## src/rtl/apb2axi_fifo_sync.sv

```systemverilog
// rtl/apb2axi_fifo_sync.sv - single-clock first-word-fall-through FIFO with occupancy flags
// Optional high-water-mark output max_cnt is built only when APB2AXI_FIFO_STATS_EN is defined.
module apb2axi_fifo_sync #(
  parameter int WIDTH    = 32,
  parameter int DEPTH    = 16,
  parameter int AE_LEVEL = 1,
  parameter int AF_LEVEL = DEPTH - 1,
  localparam int CNT_W   = $clog2(DEPTH + 1)
) (
  input  logic             clk,
  input  logic             resetn,
  input  logic             flush,
  input  logic             wr_vld,
  input  logic [WIDTH-1:0] wr_data,
  output logic             wr_rdy,
  output logic             rd_vld,
  output logic [WIDTH-1:0] rd_data,
  input  logic             rd_rdy,
  output logic [CNT_W-1:0] word_cnt,
  output logic             almost_empty,
  output logic             almost_full
`ifdef APB2AXI_FIFO_STATS_EN
  ,
  output logic [CNT_W-1:0] max_cnt
`endif
);

  localparam int PTR_W = $clog2(DEPTH);
  localparam logic [CNT_W-1:0] FULL_CNT = CNT_W'(DEPTH);
  localparam logic [PTR_W-1:0] LAST_PTR = PTR_W'(DEPTH - 1);

  logic [PTR_W-1:0] wr_ptr_q, wr_ptr_d;
  logic [PTR_W-1:0] rd_ptr_q, rd_ptr_d;
  logic [CNT_W-1:0] cnt_q, cnt_d;
  logic [WIDTH-1:0] mem_q [DEPTH];
  logic             push, pop;

  // Ready/valid depend only on registered occupancy, so a pop never frees a slot same-cycle.
  assign wr_rdy       = (cnt_q != FULL_CNT);
  assign rd_vld       = (cnt_q != '0);
  assign rd_data      = mem_q[rd_ptr_q];
  assign word_cnt     = cnt_q;
  assign almost_empty = (int'(cnt_q) <= AE_LEVEL);
  assign almost_full  = (int'(cnt_q) >= AF_LEVEL);

  assign push = wr_vld & wr_rdy & ~flush;
  assign pop  = rd_vld & rd_rdy & ~flush;

  always_comb begin
    wr_ptr_d = wr_ptr_q;
    rd_ptr_d = rd_ptr_q;
    cnt_d    = cnt_q;
    if (flush) begin
      wr_ptr_d = '0;
      rd_ptr_d = '0;
      cnt_d    = '0;
    end else begin
      if (push) wr_ptr_d = (wr_ptr_q == LAST_PTR) ? '0 : wr_ptr_q + PTR_W'(1);
      if (pop)  rd_ptr_d = (rd_ptr_q == LAST_PTR) ? '0 : rd_ptr_q + PTR_W'(1);
      if (push && !pop)      cnt_d = cnt_q + CNT_W'(1);
      else if (pop && !push) cnt_d = cnt_q - CNT_W'(1);
    end
  end

  always_ff @(posedge clk or negedge resetn) begin
    if (!resetn) begin
      wr_ptr_q <= '0;
      rd_ptr_q <= '0;
      cnt_q    <= '0;
    end else begin
      wr_ptr_q <= wr_ptr_d;
      rd_ptr_q <= rd_ptr_d;
      cnt_q    <= cnt_d;
    end
  end

  // Storage is deliberately unreset; rd_vld masks stale contents.
  always_ff @(posedge clk) begin
    if (push) mem_q[wr_ptr_q] <= wr_data;
  end

`ifdef APB2AXI_FIFO_STATS_EN
  logic [CNT_W-1:0] max_q, max_d;

  always_comb begin
    max_d = max_q;
    if (flush)              max_d = '0;
    else if (cnt_q > max_q) max_d = cnt_q;
  end

  always_ff @(posedge clk or negedge resetn) begin
    if (!resetn) max_q <= '0;
    else         max_q <= max_d;
  end

  assign max_cnt = max_q;
`endif

endmodule

```

## config.mk

```make
export PLATFORM = sky130hd
export DESIGN_NAME = apb2axi_fifo_sync
export DESIGN_NICKNAME = d
export VERILOG_FILES = /design/src/rtl/apb2axi_fifo_sync.sv
export SDC_FILE = /design/constraint.sdc
export NUM_CORES = 1
export LEC_CHECK = 0
export ABC_CLOCK_PERIOD_IN_PS = 6200
export CORE_MARGIN = 1
export CORE_UTILIZATION = 38
export CTS_CLUSTER_SIZE = 28
export DETAILED_ROUTE_END_ITERATION = 8
export GPL_ROUTABILITY_DRIVEN = 0
export GPL_TIMING_DRIVEN = 0
export PLACE_DENSITY_LB_ADDON = 0.2
export SETUP_SLACK_MARGIN = 0.1
export SLEW_MARGIN = 15
export SYNTH_ARGS = -nofsm -noshare
export SYNTH_HDL_FRONTEND = slang
export SYNTH_SLANG_ARGS = --single-unit
```

## constraint.sdc

```tcl
create_clock -name clk -period 6.2 [get_ports clk]
set_clock_uncertainty 0.15 [all_clocks]
set_input_delay 1.24 -clock clk [delete_from_list [all_inputs] [get_ports clk]]
set_output_delay 1.24 -clock clk [all_outputs]
set_load 0.05 [all_outputs]
```

# Word level (Yosys, flattened, before mapping)
# Memories as Yosys holds them, arrays and structs flattened.
# Index checks and enable logic that the tools add are counted.
# W data, S select, Z words.
dict set report classes {
  add_sub_neg 4
  n_eq_ne 3
  magnitude_cmp 2
  reduce_logical 8
  shift 0
  n_div 0
  bitwise_logic 5
  mul 0
  mux 11
}
# operator count
set ops {}
lappend ops {{$mux W4} 6}
lappend ops {{$mux W5} 3}
lappend ops {{$add A4 B1 Y4 const B} 2}
lappend ops {{$eq A4 B4 Y1 const B} 2}
lappend ops {{$add A5 B1 Y5 const B} 1}
lappend ops {{$ge A5 B4 Y1 const B} 1}
lappend ops {{$le A5 B1 Y1 const B} 1}
lappend ops {{$ne A5 B5 Y1 const B} 1}
lappend ops {{$reduce_bool A5 Y1} 1}
lappend ops {{$sub A5 B1 Y5 const B} 1}
lappend ops {{$and A1 B1 Y1} 4}
lappend ops {{$reduce_bool A2 Y1} 2}
lappend ops {{$reduce_bool A3 Y1} 1}
lappend ops {{$logic_and A1 B1 Y1} 2}
lappend ops {{$logic_not A1 Y1} 2}
lappend ops {{$mux W1} 2}
lappend ops {{$not A1 Y1} 1}
dict set report word_totals {
  output_inout_bits 41
  wordCells 37
  input_bits 37
  romBits 0
  latchBits 0
  reg_bits 13
  memories 1
  ramBits 512
}
# memory words width rd rd_clocked_by_memory_dff wr line
set mem_list {}
lappend mem_list {mem_q 16 32 1 0 1 35} ;# logic [WIDTH-1:0] mem_q [DEPTH];

# Longest topological paths before layout
dict set report depth {
  word_depth 8
  depth_mapped 8
  ltp_nobuf 7
}

# Worst setup path before layout
# Ideal clock, no wire load.
dict set report synth_path {
  path_kind {input -> register}
  from {input wr_vld}
  to {memory mem_q[0][0] (enable)}
  slack_ps 1310
  stages 5
  setup_time_ps 461
  arrival_ps 4279
  path_buffers 1
  cell_sequence {clkbuf_1 inv_1 nor3_1 nand2_1 nor3_1}
}
dict set report synth_between {
  elab_chain_cells 4
}
# item line
set synth_rtl {}
lappend synth_rtl {{from (decl)} 13} ;# input logic wr_vld,
lappend synth_rtl {{$and A1 B1 Y1 (2 in a row)} 46} ;# assign push = wr_vld & wr_rdy & ~flush;
lappend synth_rtl {{$mux W1} 79} ;# if (push) mem_q[wr_ptr_q] <= wr_data;
lappend synth_rtl {{$mux W1 (implied by the code)} 79}
lappend synth_rtl {{to (decl)} 35}
# Every way passes these cells.

# Worst setup path in the final report
dict set report layout_path {
  from {register rd_ptr_q[1]}
  to {output rd_data[19]}
}
dict set report layout_between {
  elab_chain_cells 1
}
# item line
set layout_rtl {}
lappend layout_rtl {{from (decl)} 33} ;# logic [PTR_W-1:0] rd_ptr_q, rd_ptr_d;
lappend layout_rtl {{from (signal assigned)} 72} ;# rd_ptr_q <= rd_ptr_d;
lappend layout_rtl {{$mem_v2 Z16 W32} -}
lappend layout_rtl {{to (decl)} 17} ;# output logic [WIDTH-1:0] rd_data,
# Every way passes these cells.

==> results by group <==
Pwr
  • Leakage power: ~0.0077 uW
  • Peak VDD IR: 0.2040 mV
  • Pwr/cell area: ~380 nW/um^2

Synthesis
  • Main combinational cell family by area after synthesis: multiplexers
  • Syn nets: around 1100
  • Post-synthesis adder-cell area fraction: 0.6668%
  • Top-area cell type share of the netlist area: roughly 75%
  • Post-synthesis mux area share: 13.59%
  • Post-synthesis cell area: around 20000 sq um
  • Sequential area share after synthesis: roughly three quarters
  • Synthesized area per cell: around 20 sq um
  • Post-synth top flop: edfxtp_1
  • Synth Register Bits: around 530
  • Leading area contributor after synthesis: edfxtp_1
  • Synthesized netlist cell count: about 1000
  • EDFF count, synth: 512
  • Compound-cell area share of the yosys netlist: ~5.4%
  • Synth area leaders: edfxtp_1 (75%), mux4_2 (7.0%), mux2i_1 (6.4%)
  • Post-Synth XOR/XNOR Area: 0.1285%
  • Synth warn: 0
  • Post-synth ARST share: 2.476%
  • Post-synth cell types: 42
  • Synth Area in Simple Gates: between 2 and 2.5%

Global routing
  • Vias in the first global route: about 11000
  • Initial antenna violation count: 0
  • First-pass GRT wire length: between 70 and 80 mm
  • Largest net degree at the start of global routing: 22
  • Tot GR Track Use: roughly 18%
  • Total congestion overflow: 0

Clock network
  • Post-CTS setup buffers: 0
  • Post-cts gate resize count: 0
  • Clock-pin slew on the worst setup and hold paths: about 0.060 ns
  • CTS tree: built
  • Clock Sinks: about 530
  • CTS Root Cell: clkbuf_16
  • Cts hold-fix bufs: 0
  • Clk_lat worst skew: a little under 0.6 ns
  • Htree depth: 2
  • Worst-case clock buffer depth: 3
  • CTS Buf Count: between 50 and 60

Cells and area
  • Multi-input gate area: 4568 sq um
  • Layout cells sized above 1: around 17%
  • Area grow syn2layout: 19.24%
  • Register area: 15700 sq um
  • Final #Nets: roughly 1300
  • Fin area: about 24000 sq um
  • Fill cells: between 4000 and 5000
  • Finished Layout Cells: between 1500 and 2000
  • Antenna diodes: 0

Drt
  • DRT antenna net count: 0
  • DRT Pass-1 Iters: 9
  • WL final: between 40 and 50 mm
  • Initial DRC Count: between 900 and 1000
  • DR WL/cell: roughly 25 um
  • Via-per-instance ratio: about 5.4
  • Via Count: between 10000 and 15000
  • DRC: 6

Timing
  • Worst-Margin Slew: 1.053 ns
  • RSZ-0062 raised after global routing: no
  • Slew HR: 29.82%
  • Endpoints failing setup: 0
  • Count of pins over their slew limit: 0
  • Fmax: around 180 MHz
  • Final setup TNS: 0 ns
  • Post-route setup slack: 0.6886 ns
  • Hold Fails Final Rpt: 0
  • Final min period: roughly 5.5 ns
  • Final worst path period share: ~89%

Floorplan
  • Ports: 78
  • Initial core utilization: between 30% and 40%
  • # rows: 84
  • Die height: 234 um
  • Die W: about 230 um
  • Core region area: approximately 53000 sq um
  • Full die area: 54760 sq um

Run status
  • Failing checks: DRC
  • Status: finished with violations

Hold path
  • Hold Path Cell Cnt: 2
  • Worst hold start: wr_ptr_q[1]
  • Worst Hold Class: flop to flop
  • Min-Delay Endpoint: wr_ptr_q[1]

Worst setup path
  • WP data required: just under 5 ns
  • Cell repeated most along the worst path: clkbuf_1
  • Slowest stage delay, CP: 0.80 ns
  • Worst Reg-to-Reg Cells: 8
  • Critical Path AT: about 4.1 ns
  • Delay-heaviest family, CP: buffers and inverters
  • Critical Path Fanout Max: 10
  • Worst reg2reg endpoint: mem_q[3][16]
  • CP startpoint kind: flop
  • Slowest-stage cell, CP: clkbuf_1
  • Worst Path Buf+Inv: 4
  • Reg2reg start: word_cnt[1]
  • Setup crit end kind: primary output
  • Setup CP Type: flop to primary output
  • Reg2reg setup slack: about 2.6 ns
  • CP Cell Sequence: clkbuf_1, clkbuf_1, clkbuf_1, mux4_2, a22oi_1, nand2_1, clkdlybuf4s50_1

Placed design
  • Placed Area: 22580 sq um
  • Post-DP HPWL: 31.08 mm
  • Post-place setup slack: 1.194 ns
  • DP Cell Count: 1841
  • Buffers on Ports: 76

Run
  • Max-Cap Viols: 0
Yosys cell counts, types with 2 or more instances:
cell	number
dfrtp_1	13
a22oi_1	32
o21ai_0	35
a21oi_1	8
nor2_1	22
mux2_2	2
mux4_2	64
nand2b_1	2
nor3_1	5
ha_1	10
nor4_1	2
mux2i_1	130
a31oi_1	2
nand3_1	5
clkbuf_1	28
buf_2	17
o211ai_1	3
xor2_1	2
inv_1	9
a221oi_1	64
buf_1	15
nor2b_1	2
edfxtp_1	512
and4bb_2	2
nand2_1	45
sequential cells by signal (all words and copies together) (netlist names):
name	cells
rd_ptr_q	4
word_cnt	5
wr_ptr_q	4
mem_q	512
final cells by class:
class / instances / share of cell area (%)
clock inverter: 34 / 1.365
buffer: 61 / 1.077
clock buffer: 69 / 6.033
tap: 688 / 3.530
sequential: 525 / 64.38
multi-input combinational: 452 / 18.73
inverter: 10 / 0.1539
timing repair buffer: 105 / 4.735
tightest hold or removal path: cells and delay by family, from the launching register on:
kind,cells,cell delay [ns]
simple gates,1,0.08
flops,1,0.42
compound gates,1,0.06
stage by stage:
step | hold slack, ns | util, % | power, uW
floorplan | 0.4059 | - | 5350
global placement | 0.4412 | 41.76 | 5951
detailed placement | 0.4506 | 42.72 | 5970
CTS | 0.4604 | 46.13 | 9259
global route | 0.4942 | 46.13 | 9483
finish | 0.4517 | 46.13 | 9166
per-layer routing:
metal	vias up	wire length, um	GRT usage (%)
met1	5523	21850	25.58
li1	4668	-	-
met2	267	23340	29.35
met5	-	0	0
met4	0	788	3.937
met3	59	2361	3.599
worst max path at each step:
stage	startpoint	to	slack, ns	cells past startpoint
finish	rd_ptr_q[1]	rd_data[19]	0.69	7
detailed placement	rd_ptr_q[1]	rd_data[19]	1.19	7
global route	rd_ptr_q[1]	rd_data[19]	0.39	7
floorplan	wr_vld	mem_q[0][0]	1.31	5
CTS	rd_ptr_q[1]	rd_data[19]	0.54	7
global placement	flush	mem_q[3][16]	-2.10	4
logic make-up after synthesis:
logic type,Yosys count
compound gates,150
buf+inv,71
mux,197
fa+ha+maj,11
flops,525
xor+xnor,3
simple gates,91
where the power goes:
part | switching, uW | leakage [uW] | internal, uW
logic | 1140 | 0.00203 | 752
registers | 33.4 | 0.00479 | 3950
clock network | 1330 | 0.000891 | 1960
cells in the final DEF (no fill, tap or decap), drive strengths merged, types with 2 or more instances in the layout:
cell / count
buf: 61
o21ai: 35
a221oi: 64
nor4: 2
ha: 10
a31oi: 2
clkbuf: 98
inv: 10
clkdlybuf4s50: 76
a22oi: 32
mux2i: 130
nand2b: 2
and2: 2
nor2b: 2
dfrtp: 13
nand2: 45
edfxtp: 512
and4bb: 2
mux2: 3
bufinv: 7
nand3: 5
a21oi: 8
clkinv: 27
xor2: 2
o211ai: 3
nor2: 22
mux4: 64
nor3: 5
(Power assumes the default switching activity.)
